[config.mk]
export PLATFORM = sky130hd
export DESIGN_NAME = load_store_unit
export DESIGN_NICKNAME = d
export VERILOG_FILES = /design/src/rtl/load_store_unit.sv
export SDC_FILE = /design/constraint.sdc
export NUM_CORES = 1
export LEC_CHECK = 0
export CORE_MARGIN = 3
export CORE_UTILIZATION = 40
export DETAILED_ROUTE_END_ITERATION = 8
export GPL_ROUTABILITY_DRIVEN = 0
export PLACE_DENSITY_LB_ADDON = 0.25
export SLEW_MARGIN = 20
export SYNTH_ARGS = -nofsm -noshare
export SYNTH_HDL_FRONTEND = slang
export SYNTH_SLANG_ARGS = --single-unit
export TNS_END_PERCENT = 20
[constraint.sdc]
create_clock -name clk -period 2.05 [get_ports clk]
set_input_delay 0.3075 -clock clk [delete_from_list [all_inputs] [get_ports clk]]
set_output_delay 0.3075 -clock clk [all_outputs]
set_load 0.01 [all_outputs]
[src/rtl/load_store_unit.sv]
// Load/store unit sitting between the datapath and the word-wide DataMemory port.
// Handles one request at a time. Loads extract and extend byte/half lanes; sub-word
// stores read the containing word, merge the new lane(s) and write the word back.
// Misaligned, out-of-range and illegal-size requests are answered with a fault and
// never reach memory.
module load_store_unit #(
   parameter int          MEM_RD_LATENCY = 1,
   parameter logic [31:0] ADDR_LIMIT     = 32'h0000_1000
) (
   input  logic        clk,
   input  logic        rst,
   input  logic        req_valid,
   output logic        req_ready,
   input  logic        req_write,
   input  logic [1:0]  req_size,
   input  logic        req_signed,
   input  logic [31:0] req_addr,
   input  logic [31:0] req_wdata,
   output logic        resp_valid,
   output logic [31:0] resp_rdata,
   output logic        resp_fault,
   output logic        mem_write,
   output logic [31:0] mem_address,
   output logic [31:0] mem_wdata,
   input  logic [31:0] mem_rdata
);

   typedef enum logic [1:0] {IDLE, READ, WRITE, RESP} stateT;

   localparam logic [1:0] SZ_BYTE   = 2'b00;
   localparam logic [1:0] SZ_HALF   = 2'b01;
   localparam logic [1:0] SZ_WORD   = 2'b10;
   localparam logic [1:0] SZ_BAD    = 2'b11;
   localparam logic [1:0] LAST_WAIT = 2'(MEM_RD_LATENCY);

   stateT       state;
   stateT       nextState;
   logic        accept;
   logic        reqFault;
   logic        readDone;
   logic        isWrite;
   logic [1:0]  sizeReg;
   logic        signedReg;
   logic [31:0] addrReg;
   logic [31:0] wdataReg;
   logic [1:0]  waitCount;
   logic [31:0] rdWord;
   logic [31:0] respData;
   logic        faultReg;
   logic [7:0]  laneByte;
   logic [15:0] laneHalf;
   logic [31:0] loadValue;
   logic [31:0] mergedWord;

   assign accept      = req_valid & req_ready;
   assign readDone    = (state == READ) && (waitCount == LAST_WAIT);
   assign resp_rdata  = respData;
   assign mem_address = {addrReg[31:2], 2'b00};

   // A request is rejected up front if its size is illegal, it is not naturally
   // aligned for its size, or it lies beyond the end of the memory.
   always_comb begin
      reqFault = (req_size == SZ_BAD)
               | ((req_size == SZ_HALF) & req_addr[0])
               | ((req_size == SZ_WORD) & (req_addr[1:0] != 2'b00))
               | (req_addr >= ADDR_LIMIT);
   end

   // State register; reset abandons whatever request was in flight.
   always_ff @(posedge clk) begin
      if (rst) begin
         state <= IDLE;
      end else begin
         state <= nextState;
      end
   end

   // Faults answer immediately, word stores skip the read, everything else reads
   // first and waits out the memory latency before moving on.
   always_comb begin
      nextState = state;
      case (state)
         IDLE: begin
            if (accept) begin
               if (reqFault) begin
                  nextState = RESP;
               end else if (req_write && (req_size == SZ_WORD)) begin
                  nextState = WRITE;
               end else begin
                  nextState = READ;
               end
            end
         end
         READ: begin
            if (readDone) begin
               nextState = isWrite ? WRITE : RESP;
            end
         end
         WRITE:   nextState = RESP;
         RESP:    nextState = IDLE;
         default: nextState = IDLE;
      endcase
   end

   // Request fields are captured once on accept so that later changes on the request
   // bus cannot disturb the operation; the response word is settled on the way to RESP.
   always_ff @(posedge clk) begin
      if (rst) begin
         isWrite   <= 1'b0;
         sizeReg   <= 2'b00;
         signedReg <= 1'b0;
         addrReg   <= 32'h0;
         wdataReg  <= 32'h0;
         waitCount <= 2'b00;
         rdWord    <= 32'h0;
         respData  <= 32'h0;
         faultReg  <= 1'b0;
      end else begin
         if (accept) begin
            isWrite   <= req_write;
            sizeReg   <= req_size;
            signedReg <= req_signed;
            addrReg   <= req_addr;
            wdataReg  <= req_wdata;
            waitCount <= 2'b00;
            faultReg  <= reqFault;
            if (reqFault) begin
               respData <= 32'h0;
            end
         end
         if (state == READ) begin
            waitCount <= waitCount + 2'b01;
            if (readDone) begin
               rdWord <= mem_rdata;
               if (!isWrite) begin
                  respData <= loadValue;
               end
            end
         end
         if (state == WRITE) begin
            respData <= 32'h0;
         end
      end
   end

   // Little-endian lane selection from the returned word, followed by sign or zero
   // extension; word loads pass straight through regardless of the signed flag.
   always_comb begin
      case (addrReg[1:0])
         2'b00:   laneByte = mem_rdata[7:0];
         2'b01:   laneByte = mem_rdata[15:8];
         2'b10:   laneByte = mem_rdata[23:16];
         default: laneByte = mem_rdata[31:24];
      endcase
      laneHalf = addrReg[1] ? mem_rdata[31:16] : mem_rdata[15:0];
      case (sizeReg)
         SZ_BYTE: loadValue = {{24{signedReg & laneByte[7]}}, laneByte};
         SZ_HALF: loadValue = {{16{signedReg & laneHalf[15]}}, laneHalf};
         default: loadValue = mem_rdata;
      endcase
   end

   // Sub-word stores overwrite only the addressed lane(s) of the word read earlier;
   // word stores take the store data as-is.
   always_comb begin
      mergedWord = rdWord;
      case (sizeReg)
         SZ_BYTE: begin
            case (addrReg[1:0])
               2'b00:   mergedWord[7:0]   = wdataReg[7:0];
               2'b01:   mergedWord[15:8]  = wdataReg[7:0];
               2'b10:   mergedWord[23:16] = wdataReg[7:0];
               default: mergedWord[31:24] = wdataReg[7:0];
            endcase
         end
         SZ_HALF: begin
            if (addrReg[1]) begin
               mergedWord[31:16] = wdataReg[15:0];
            end else begin
               mergedWord[15:0] = wdataReg[15:0];
            end
         end
         default: mergedWord = wdataReg;
      endcase
   end

   // Handshake and memory strobes; reset masks them immediately so an abandoned store
   // never writes and an abandoned request never responds.
   always_comb begin
      req_ready  = (state == IDLE) & ~rst;
      resp_valid = (state == RESP) & ~rst;
      resp_fault = resp_valid & faultReg;
      mem_write  = (state == WRITE) & ~rst;
      mem_wdata  = (state == WRITE) ? mergedWord : 32'h0;
   end

endmodule

==> Word-level counts from Yosys, hierarchy flattened <==
Cells that the tools add are included.
{ "word_totals": {"ff_bits": 137, "inputBits": 103, "output_inout_bits": 100, "word_cells": 72} }
{ "op_classes": {"add_sub_neg": 1, "magnitude_cmp": 1, "n_eq_ne": 12, "muxes": 24, "bitwise_logic": 13, "reduce_logical": 11} }
{ "ops": {"columns": ["op", "n"], "rows": [
  ["$mux W32", 6],
  ["$pmux W32 S2", 2],
  ["$mux W16", 3],
  ["$ge A32 B13 Y1 const B", 1],
  ["$mux W8", 4],
  ["$pmux W8 S3", 1],
  ["$mux W2", 6],
  ["$eq A2 B1 Y1 const B", 5],
  ["$eq A2 B2 Y1 const B", 5],
  ["$and A1 B1 Y1", 9],
  ["$pmux W2 S4", 1],
  ["$logic_not A2 Y1", 3],
  ["$ne A2 B2 Y1 const B", 2],
  ["$reduce_and A2 Y1", 2],
  ["$reduce_bool A2 Y1", 2],
  ["$or A1 B1 Y1", 3],
  ["$reduce_or A3 Y1", 1],
  ["$add A2 B1 Y2 const B", 1],
  ["$logic_and A1 B1 Y1", 2],
  ["$reduce_or A2 Y1", 1],
  ["$mux W1", 1],
  ["$not A1 Y1", 1]
]} }

==> Logic depth before layout (Yosys ltp) <==
{ "logic_depth": {"depth_word": 10, "mapped_depth": 9, "depth_no_buf": 6} }

==> Least setup slack after synthesis <==
No wires, ideal clock.
{ "synth_timing": {"path_kind": "register to output", "start": "reg addrReg[1]", "end": "out mem_wdata[0]", "t_arrival_ns": 1.476, "required_time_ns": 1.742, "slack_ns": 0.266, "stages_incl_launch_ff": 8, "path_buffers": 3, "cell_sequence": "dfxtp_1 -> buf_4 -> inv_2 -> buf_2 -> a21oi_4 -> buf_4 -> nand2_1 -> a21boi_0"} }
{ "synth_between": {"elab_chain_len": 4, "elab_cells_between_ends": 5, "classes_between": "4 x mux; 1 x reduce/logical"} }
{ "synth_lines": {"columns": ["item", "line", "source"], "rows": [
  ["from (decl)", "44", "logic [31:0] addrReg;"],
  ["from (signal assigned)", "123", "addrReg <= req_addr;"],
  ["$logic_not A2 Y1", "169", "case (addrReg[1:0])"],
  ["$mux W8", "169", null],
  ["$pmux W32 S2 *", "167", "case (sizeReg)"],
  ["$mux W32 *", "194", "mem_wdata = (state == WRITE) ? mergedWord : 32'h0;"],
  ["to (decl)", "24", "output logic [31:0] mem_wdata,"]
]} }
Mark *: on every way between the ends. The rest lies on a longest branch, timed or not.

==> Worst setup path after layout <==
{ "layout_timing": {"start": "reg addrReg[0]", "end": "out mem_wdata[15]"} }
{ "layout_between": {"elab_chain_len": 4} }
{ "layout_lines": {"columns": ["item", "line"], "rows": [
  ["$eq A2 B1 Y1", "169"],
  ["$mux W8", "169"],
  ["$pmux W32 S2", "167"],
  ["$mux W32", "194"]
]} }
Every way passes these cells.

==> qor.csv <==
stage,metric,value,unit
outcome,status,"complete, but fails checks",
outcome,violations,negative setup slack,
place,dpl_cell_area,9120,µm²
sta,worst_pin_slew,0.830,ns
clocking,cts_tree,yes,
clocking,path_clk_slew,0.06,ns
power,power.density,949,nW/µm²
cells_and_area,antennaDiodeCount,0,
die,die_w,137,µm
die,core.rowCount,47,
clocking,cts_buffers,17,
routing,antenna_left,0,
synthesis,synth-seq-cells,137,
synthesis,yosys_warnings,0,
synthesis,seq_area_frac_synth,39.7,%
power,power.ir.vdd_worst,0.668,mV
worst_setup_path,critPathLaunchType,flip-flop,
routing,drt_wl_total,21.5,mm
routing,drt_iter0_drc,506,
worst_setup_path,cp_slowest_stage_delay,0.39,ns
synthesis,yosysMostFrequentCell,nand2_1,
sta,fin_crit_sh,112,%
worst_setup_path,cp_top_family,compound AO/OA/AOI/OAI gates,
clocking,root_buffer,clkbuf_16,
worst_setup_path,cp_max_fo,8,
worst_setup_path,worstPathArrival,1.99,ns
grt,globalRouteOverflowTotal,0,
die,io_pins,203,
worst_setup_path,crit_type,flip-flop to primary output,
synthesis,yosys-top-cells-count,"nand2_1, dfxtp_1, nand2b_1, o21ai_0, a21oi_1",
routing,wl_per_cell,17.1,µm
grt,grt_antenna_before_repair,0,
min_path,hold_class,input pin to flip-flop,
clocking,hold_buffers,0,
power,leakagePower,3.64,nW
grt,grt_pass1_wl,33.2,mm
synthesis,synth_top_area_cell,dfxtp_1,
clocking,clock-sinks,137,
worst_setup_path,critical_path.cell_chain,nor2b_1 -> buf_4 -> mux2_4 -> a222oi_1 -> nor2b_1 -> buf_2,
grt,grt_pass1_vias,6113,
synthesis,synth_area_per_cell,8.07,µm²
routing,drc,0,
clocking,clock_tree.buffer_depth,2,
die,die_area,18900,µm²
routing,via_per_inst,5.24,
sta,fin_crit,2.29,ns
sta,worst_slack,-0.243,ns
worst_setup_path,crit_top_cell,nor2b_1,
die,core_area,16800,µm²
synthesis,yosys_most_used_dff,dfxtp_1,
die,initial_utilization,41.2,%
routing,num_vias,6606,
cells_and_area,nNetsFinal,1137,
sta,rsz0062_at_grt,yes,
clocking,clkLatencyLatePin,0.42,ns
synthesis,synthCells,855,
grt,grt_max_degree,57,
worst_setup_path,crit_slowest_cell,a222oi_1,
worst_setup_path,crit_buf_inv,2,
clocking,cts.htree.levels,4,
sta,max_freq,436,MHz
sta,slew_violations,0,
synthesis,synth-edff-count,0,
die,die-height,137,µm
worst_setup_path,crit_path_end_kind,primary output,
sta,fin_skew,0.00824,ns
worst_setup_path,required,1.74,ns
sta,setup_violations,24,
place,dpl.hpwl,15.8,mm
cells_and_area,fill_cells,1559,
sta,hold_violations,0,
synthesis,netlist.area_leader.share,39.7,%
synthesis,netlist_top_cells_area,"dfxtp_1, nand2_1, nand2b_1, o21ai_0, buf_4",
synthesis,syn-cell-area,6900,µm²
cells_and_area,finish.instance_area,9690,µm²
cells_and_area,fin_util,57.8,%
routing,drt-pass1-iter-count,7,
cells_and_area,syn2layout_area_growth,40.4,%
sta,relSlewSlack,44.5,%
cells_and_area,layout-drive-gt1-share,15.6,%
synthesis,ys_types,53,
job,max_cap_viol_count,0,
grt,track_usage,22.5,%
place,io_buffers,200,
synthesis,ys_async_sr_fraction,0,%
where the power goes:
| group | internal (mW) | total (mW) | leakage, nW | switching (mW) |
|---|---|---|---|---|
| Combinational | 1.30 | 2.70 | 2.22 | 1.40 |
| Clock | 2.06 | 3.24 | 0.299 | 1.18 |
| Sequential | 3.00 | 3.25 | 1.12 | 0.253 |
kinds of logic after synthesis:
logic type               count (synthesis)  synth area share [%]
AO/OA/AOI/OAI                          229                  21.8
adder cells (fa/ha/maj)                  5                 0.906
buffers and inverters                  105                  8.19
flip-flops                             137                  39.7
multiplexers                            26                  4.24
other                                    1                0.0543
AND/OR/NAND/NOR                        352                  25.0
metal layers:
| layer | share of wire [%] | vias to the layer above | track usage (%) |
|---|---|---|---|
| li1 | - | 3285 | - |
| met1 | 47 | 3052 | 32.1 |
| met2 | 44 | 242 | 33.1 |
| met3 | 7.7 | 27 | 6.57 |
| met4 | 1.9 | 0 | 6.43 |
| met5 | 0 | - | 0 |
cells in the final DEF (no fill, tap or decap), types with 12 or more instances in the layout:
master,n
dfxtp_1,134
nand2b_1,86
a222oi_1,15
a21oi_1,42
buf_2,29
o21ai_0,85
nor2b_1,13
a211oi_1,13
mux2_2,12
clkdlybuf4s50_1,164
clkbuf_16,17
nand2_1,187
o22ai_1,22
buf_4,44
worst paths after layout:
kind,start,to,depth (start not counted),slack (ns)
max reg2reg,sizeReg[1],resp_rdata[27],5,0.10
max,addrReg[0],mem_wdata[15],6,-0.24
min reg2reg,resp_rdata[8],resp_rdata[8],2,0.45
min,rst,waitCount[0],2,0.22
timing repair:
| action | CTS | global route |
|---|---|---|
| pin swaps | 10 | 3 |
| setup endpoints to repair | 35 | 46 |
| setup buffers | 2 | 0 |
| gates resized for setup | 148 | 19 |
worst register-to-register path, delay by kind of cell, from the launching register on:
kind	cells	cell delay, ns
buffers and inverters	1	0.17
AOI/OAI and AO/OA	3	0.89
and+or+nand+nor	1	0.41
DFF	1	0.40
stage by stage:
stage               hold WS (ns)  setup slack [ns]  power [mW]  instances  setup TNS, ns
detailed placement         0.451            -0.225        5.94       1229          -2.78
global route               0.244            -0.317        9.66       1260          -4.84
global placement           0.449            -0.217        5.92       1229          -2.33
finish                     0.218            -0.243        9.19       1260          -2.41
floorplan                  0.416             0.266        4.89        856              0
CTS                        0.217            -0.242        9.21       1261          -3.02
final cells by class:
type                    instances  area [µm²]  share of cell area, %
flip-flops and latches        137        2750                   28.4
clock buffers                  19         443                   4.57
repair buffers                253        2360                   24.3
multi-input cells             614        3670                   37.9
well taps                     220         275                   2.84
inverters                       6        22.5                  0.232
clock inverters                11         173                   1.78
sequential cells by signal, summed over array words and instances, names as in the netlist:
register and flops:
addrReg 32, faultReg 1, isWrite 1, rdWord 32, resp_rdata 32, signedReg 1
sizeReg 2, state 2, waitCount 2, wdataReg 32
Note: power is estimated with default switching activity, not from simulation.
